--- src/rtl/vfpm_result_drain_pkg.sv ---
// Shared definitions for the vector FP multiplier result path:
// vector geometry, result word width and the drain FSM state encoding.
package vfpm_result_drain_pkg;

  localparam int unsigned VFPM_DEPTH = 32;
  localparam int unsigned VFPM_AW    = 5;
  localparam int unsigned VFPM_WIDTH = 32;

  typedef enum logic [1:0] {
    ST_IDLE  = 2'd0,
    ST_FILL  = 2'd1,
    ST_DRAIN = 2'd2,
    ST_DONE  = 2'd3
  } drain_state_t;

endpackage

--- src/rtl/vfpm_result_ram.sv ---
// Result buffer: one vector of {flag, data} words, synchronous write,
// registered read (read data appears the cycle after the address).
module vfpm_result_ram
  import vfpm_result_drain_pkg::*;
#(
  parameter int unsigned DEPTH = VFPM_DEPTH,
  parameter int unsigned AW    = VFPM_AW,
  parameter int unsigned DW    = VFPM_WIDTH + 1
) (
  input  logic          clk,
  input  logic          i_we,
  input  logic [AW-1:0] i_waddr,
  input  logic [DW-1:0] i_wdata,
  input  logic [AW-1:0] i_raddr,
  output logic [DW-1:0] o_rdata
);

  logic [DW-1:0] r_mem [DEPTH];

  always_ff @(posedge clk) begin
    if (i_we) begin
      r_mem[i_waddr] <= i_wdata;
    end
    o_rdata <= r_mem[i_raddr];
  end

endmodule

--- src/rtl/vfpm_result_drain.sv ---
// Collects one vector of multiplier results, then drains them in index
// order over valid/ready with a last marker, flag count and overflow flag.
module vfpm_result_drain
  import vfpm_result_drain_pkg::*;
#(
  parameter int unsigned DEPTH = VFPM_DEPTH,
  parameter int unsigned AW    = VFPM_AW,
  parameter int unsigned WIDTH = VFPM_WIDTH
) (
  input  logic             clk,
  input  logic             reset,
  input  logic             res_valid,
  input  logic [WIDTH-1:0] res_data,
  input  logic             res_flag,
  input  logic             vec_done,
  output logic             out_valid,
  input  logic             out_ready,
  output logic [WIDTH-1:0] out_data,
  output logic             out_flag,
  output logic [AW-1:0]    out_index,
  output logic             out_last,
  output logic             drain_done,
  output logic [AW:0]      flag_count,
  output logic             overflow,
  output logic             busy
);

  localparam logic [AW:0]   C_FULL    = DEPTH[AW:0];
  localparam logic [AW:0]   C_ONE     = {{AW{1'b0}}, 1'b1};
  localparam logic [AW-1:0] C_PTR_ONE = {{(AW-1){1'b0}}, 1'b1};

  drain_state_t r_state, w_next;

  logic [AW-1:0] r_wr_ptr, r_rd_ptr, w_raddr;
  logic [AW:0]   r_count, r_flag_count;
  logic          r_overflow, r_out_valid;
  logic          w_we, w_drop, w_xfer, w_last;
  logic [WIDTH:0] w_rdata;

  assign w_xfer = r_out_valid && out_ready;
  assign w_last = ({1'b0, r_rd_ptr} == (r_count - C_ONE));
  // Prefetch the next element on a transfer so sustained ready gives one word per cycle.
  assign w_raddr = (w_xfer && !w_last) ? (r_rd_ptr + C_PTR_ONE) : r_rd_ptr;

  vfpm_result_ram #(
    .DEPTH (DEPTH),
    .AW    (AW),
    .DW    (WIDTH + 1)
  ) u_ram (
    .clk     (clk),
    .i_we    (w_we),
    .i_waddr (r_wr_ptr),
    .i_wdata ({res_flag, res_data}),
    .i_raddr (w_raddr),
    .o_rdata (w_rdata)
  );

  always_ff @(posedge clk or posedge reset) begin
    if (reset) begin
      r_state <= ST_IDLE;
    end else begin
      r_state <= w_next;
    end
  end

  always_comb begin
    w_next = r_state;
    case (r_state)
      ST_IDLE:  if (res_valid) w_next = ST_FILL;
      ST_FILL:  if (vec_done || (res_valid && (r_count == (C_FULL - C_ONE)))) w_next = ST_DRAIN;
      ST_DRAIN: if (w_xfer && w_last) w_next = ST_DONE;
      ST_DONE:  w_next = ST_IDLE;
      default:  w_next = ST_IDLE;
    endcase
  end

  always_comb begin
    w_we       = 1'b0;
    w_drop     = 1'b0;
    busy       = 1'b1;
    drain_done = 1'b0;
    case (r_state)
      ST_IDLE:  begin busy = 1'b0; w_we = res_valid; end
      ST_FILL:  w_we = res_valid;
      ST_DRAIN: w_drop = res_valid;
      ST_DONE:  begin drain_done = 1'b1; w_drop = res_valid; end
      default:  busy = 1'b0;
    endcase
  end

  always_ff @(posedge clk or posedge reset) begin
    if (reset) begin
      r_wr_ptr     <= '0;
      r_rd_ptr     <= '0;
      r_count      <= '0;
      r_flag_count <= '0;
      r_overflow   <= 1'b0;
      r_out_valid  <= 1'b0;
    end else begin
      if (w_drop) begin
        r_overflow <= 1'b1;
      end
      case (r_state)
        ST_IDLE: begin
          if (res_valid) begin
            r_wr_ptr     <= C_PTR_ONE;
            r_count      <= C_ONE;
            r_flag_count <= {{AW{1'b0}}, res_flag};
          end
        end
        ST_FILL: begin
          if (res_valid) begin
            r_wr_ptr     <= r_wr_ptr + C_PTR_ONE;
            r_count      <= r_count + C_ONE;
            r_flag_count <= r_flag_count + {{AW{1'b0}}, res_flag};
          end
        end
        ST_DRAIN: begin
          r_out_valid <= !(w_xfer && w_last);
          if (w_xfer && !w_last) begin
            r_rd_ptr <= r_rd_ptr + C_PTR_ONE;
          end
        end
        ST_DONE: begin
          r_wr_ptr <= '0;
          r_rd_ptr <= '0;
          r_count  <= '0;
        end
        default: ;
      endcase
    end
  end

  // The buffer read register has no reset, so drained fields are masked while not valid.
  assign out_valid  = r_out_valid;
  assign out_data   = r_out_valid ? w_rdata[WIDTH-1:0] : '0;
  assign out_flag   = r_out_valid & w_rdata[WIDTH];
  assign out_index  = r_rd_ptr;
  assign out_last   = r_out_valid & w_last;
  assign flag_count = r_flag_count;
  assign overflow   = r_overflow;

endmodule

--- config.mk ---
export PLATFORM = sky130hd
export DESIGN_NAME = vfpm_result_drain
export DESIGN_NICKNAME = d
export VERILOG_FILES = /design/src/rtl/vfpm_result_drain_pkg.sv /design/src/rtl/vfpm_result_ram.sv /design/src/rtl/vfpm_result_drain.sv
export SDC_FILE = /design/constraint.sdc
export NUM_CORES = 1
export LEC_CHECK = 0
export BUFFER_PORTS_ARGS = -buffer_cell sky130_fd_sc_hd__buf_2
export CAP_MARGIN = 10
export CORE_MARGIN = 2
export CORE_UTILIZATION = 62
export DETAILED_ROUTE_END_ITERATION = 12
export PLACE_DENSITY = 0.9
export SLEW_MARGIN = 20
export SYNTH_ARGS = -nofsm -noshare
export SYNTH_HDL_FRONTEND = slang
export SYNTH_HIERARCHICAL = 1
export SYNTH_SLANG_ARGS = --single-unit
--- constraint.sdc ---
create_clock -name clk -period 4.1 [get_ports clk]
set_input_delay 0.205 -clock clk [delete_from_list [all_inputs] [get_ports clk]]
set_output_delay 0.205 -clock clk [all_outputs]
set_load 0.02 [all_outputs]
==> out/results.ini <==
[setup_path]
critPathLaunchType = register
path_cells = inv_1, ha_1, and2_1, a211oi_1, o31ai_2, a21boi_0, buf_4, mux2_2, nor2_4, buf_12, a22o_1, nor3_1, a31oi_1, nand3_1
r2r_start = r_count[0]$_DFFE_PP0P_
crit_family = compound AO/OA/AOI/OAI gates
crit_required_ns = 4.67
rr_worst_depth = 14
criticalPathCategory = reg2reg
crit_path_max_incr_delay_ns = 0.51
r2r_end = u_ram/o_rdata[16]$_DFF_P_
r2r_setup_slack_ns = 0.13
cp.arrival_ns = 4.53
cp_slowest_cell = dfrtp_1
path_buf_inv = 3
critPathCaptureType = register
cp_max_fo = 41

[power]
ir_worst_vdd_mv = 0.471
p_total_w = 0.0326
p_leak_nw = 17.6
power.density_nw_per_um2 = 656

[yosys]
async_flop_share = 0.0233
yosys_register_bits = 1115
synthSimpleGateAreaFrac = 0.0424
synth_area_leaders = edfxtp_1, mux2i_1, a22oi_1, dfxtp_1, dfrtp_1
syn-num-nets = 2615
synth_area_sq_um = 43900
synth_area_per_cell_sq_um = 17.1
synth_flop_cell = edfxtp_1
synth_compound_area_frac = 0.0546
synth_area_leader_cell = edfxtp_1
ys_top_cells_by_count = edfxtp_1, mux2i_1, nand2_1, nand3_1, a21oi_1
synth.most_common_cell = edfxtp_1
synth-adder-area-share = 0.00313
ys_seq_area_frac = 0.752
synthMuxAreaShare = 0.123
synth_top_family_by_area = multiplexers
syn_inst = 2566
synth_edf_count = 1056
synthXorXnorAreaFrac = 0.00179
synth-warning-count = 6
synth_top_area_frac = 0.722
ys_types = 56

[detailed_routing]
vias = 25950
vias_per_cell = 6.92
wl_per_cell_microns = 31.1
drc = 0
wl_met1_microns = 38700
drt-initial-drc-count = 3920
highest_layer = met5
dr.pass1.iters = 6
wl_met3_microns = 13400
wl_met2_microns = 56900
ant_nets = 0
routed_wl_microns = 117000

[sta]
hold_violations = 0
final_max_slew_viol_count = 0
min_period_ns = 3.97
rsz0062_at_grt = no
setup_viol = 0
max_freq_ghz = 0.252
fin_skew_ns = 0.0337
relSlewSlack = 0.200
period_share = 0.967
tightest_slew_ns = 1.20
fin_tns_setup_ns = 0

[floorplan]
core_area_sq_um = 70000
die_height_microns = 270
die_w_microns = 270
dieArea_sq_um = 73000
row_count = 97
io_pins = 87
start_util = 0.627

[global_routing]
track_usage = 0.317
grt_max_degree = 87
grt_overflow = 0
grt_pass1_wl_microns = 170000
grt_pass1_vias = 26131
antenna_found_initial = 6

[placed_design]
gp_congestion = 0.857
place_hpwl_microns = 60500
io_buffer_count = 86

[cts]
htree_levels = 3
clock_latency_ns = 0.70
clk_pin_slew_ns = 0.06
cts_tree = built
root_buffer = clkbuf_16
cts_made_buffers = 102
clock_sinks = 1115
cts_buffer_depth = 3

[run]
cap_violations = 0

[worst_hold_path]
hold_depth = 1
min_from = res_data[31]
hold_path.class = in2reg
hold_path_end = u_ram/r_mem[9][31]$_DFFE_PP_

[finish]
nFillCells = 3787
drive_gt1_frac = 0.146
seq_area_sq_um = 33000
nNetsFinal = 2768
final_util = 0.709
multiInputGateArea_sq_um = 10200
syn_to_final_growth_pct = 13.0

[run_status]
outcome = complete, no violations

[where the power goes]
group / leakage, nW / internal (W) / total, W / switching (W)
registers: 10.1 / 0.0129 / 0.0133 / 0.000377
clock network: 1.71 / 0.00559 / 0.00984 / 0.00425
logic: 5.75 / 0.00390 / 0.00946 / 0.00556
[kinds of logic after synthesis]
kind of cell | Yosys count
flip-flops | 1115
multiplexers | 540
AND/OR/NAND/NOR | 387
AO/OA/AOI/OAI | 345
buffers and inverters | 159
adder cells (fa/ha/maj) | 11
XOR/XNOR | 9
[final cells by class]
cell class,instances,share of cell area
multi-input combinational,1292,0.205
timing repair buffer,200,0.0346
tap,940,0.0237
sequential,1115,0.665
inverter,8,0.000605
clock buffer,125,0.0548
clock inverter,67,0.0155
antenna,3,0.000151
[flip-flops by register name (all words and copies together) (netlist names)]
register and flops:
flag_count 6, out_index 5, out_valid 1, overflow 1, r_count 6, r_state 2
r_wr_ptr 5, u_ram/o_rdata 33, u_ram/r_mem 1056
[stage by stage]
step                hold WS (ns)  setup WS (ns)  area (sq um)  instances
floorplan                  0.245          0.633         43900       2566
global placement           0.446          0.438         45900       3536
detailed placement         0.456          0.198         45900       3536
CTS                     0.000773         0.0918         49600       3746
global route              0.0426         0.0208         49600       3748
finish                    0.0165          0.134         49600       3750
[metal layers]
layer  track usage  vias up
met3        0.0664      506
met5             0        -
met1         0.386    12983
met4         0.184        8
met2         0.530     2095
li1              -    10358
[worst register-to-register path, stage by stage, from the launching register on]
cell and delay, ns:
dfrtp_1 0.51, inv_1 0.11, ha_1 0.23, and2_1 0.19, a211oi_1 0.36, o31ai_2 0.15
a21boi_0 0.18, buf_4 0.17, mux2_2 0.41, nor2_4 0.50, buf_12 0.33, a22o_1 0.24
nor3_1 0.07, a31oi_1 0.31, nand3_1 0.11
[layout by cell type (no fill, tap or decap), types with 6 or more instances in the layout]
cell type,Yosys,final
buf_2,35,86
inv_1,8,7
edfxtp_1,1056,1056
nor2b_1,8,6
nor2_4,0,33
clkinv_2,0,23
o21ai_0,12,12
a22o_1,72,72
bufinv_16,0,13
nand2_1,117,116
mux2i_1,534,534
dfrtp_1,26,26
nand3b_1,6,6
nor2_1,43,10
ha_1,11,11
a22oi_1,99,99
nand2b_1,9,7
dfxtp_1,33,33
nor3_1,36,36
clkbuf_16,0,102
clkinv_1,0,16
clkbuf_1,48,15
a21oi_1,103,103
a31oi_1,34,34
buf_12,0,31
clkbuf_8,1,8
dlygate4sd3_1,0,18
buf_4,21,65
and2_1,36,35
nand3_1,113,113
[how the worst max path moves through the flow]
stage / start / end / slack [ns] / cells after the start
3_5_place_dp: r_count[0]$_DFFE_PP0P_ / u_ram/o_rdata[13]$_DFF_P_ / 0.20 / 14
3_3_place_gp: r_count[0]$_DFFE_PP0P_ / u_ram/o_rdata[31]$_DFF_P_ / 0.44 / 14
4_1_cts: r_count[0]$_DFFE_PP0P_ / u_ram/o_rdata[9]$_DFF_P_ / 0.09 / 14
2_1_floorplan: r_state[1]$_DFFE_PP0P_ / u_ram/r_mem[28][0]$_DFFE_PP_ / 0.63 / 7
5_1_grt: r_count[0]$_DFFE_PP0P_ / u_ram/o_rdata[9]$_DFF_P_ / 0.02 / 16
6_report: r_count[0]$_DFFE_PP0P_ / u_ram/o_rdata[16]$_DFF_P_ / 0.13 / 14
[repair_timing]
item | in CTS | in global routing
resized for setup | 0 | 1
endpoints found under the hold margin | 336 | 0
buffers inserted | 0 | 1
hold buffers | 18 | 0
setup endpoints to repair | 0 | 28
No activity file was read; power rests on OpenSTA's default activity.
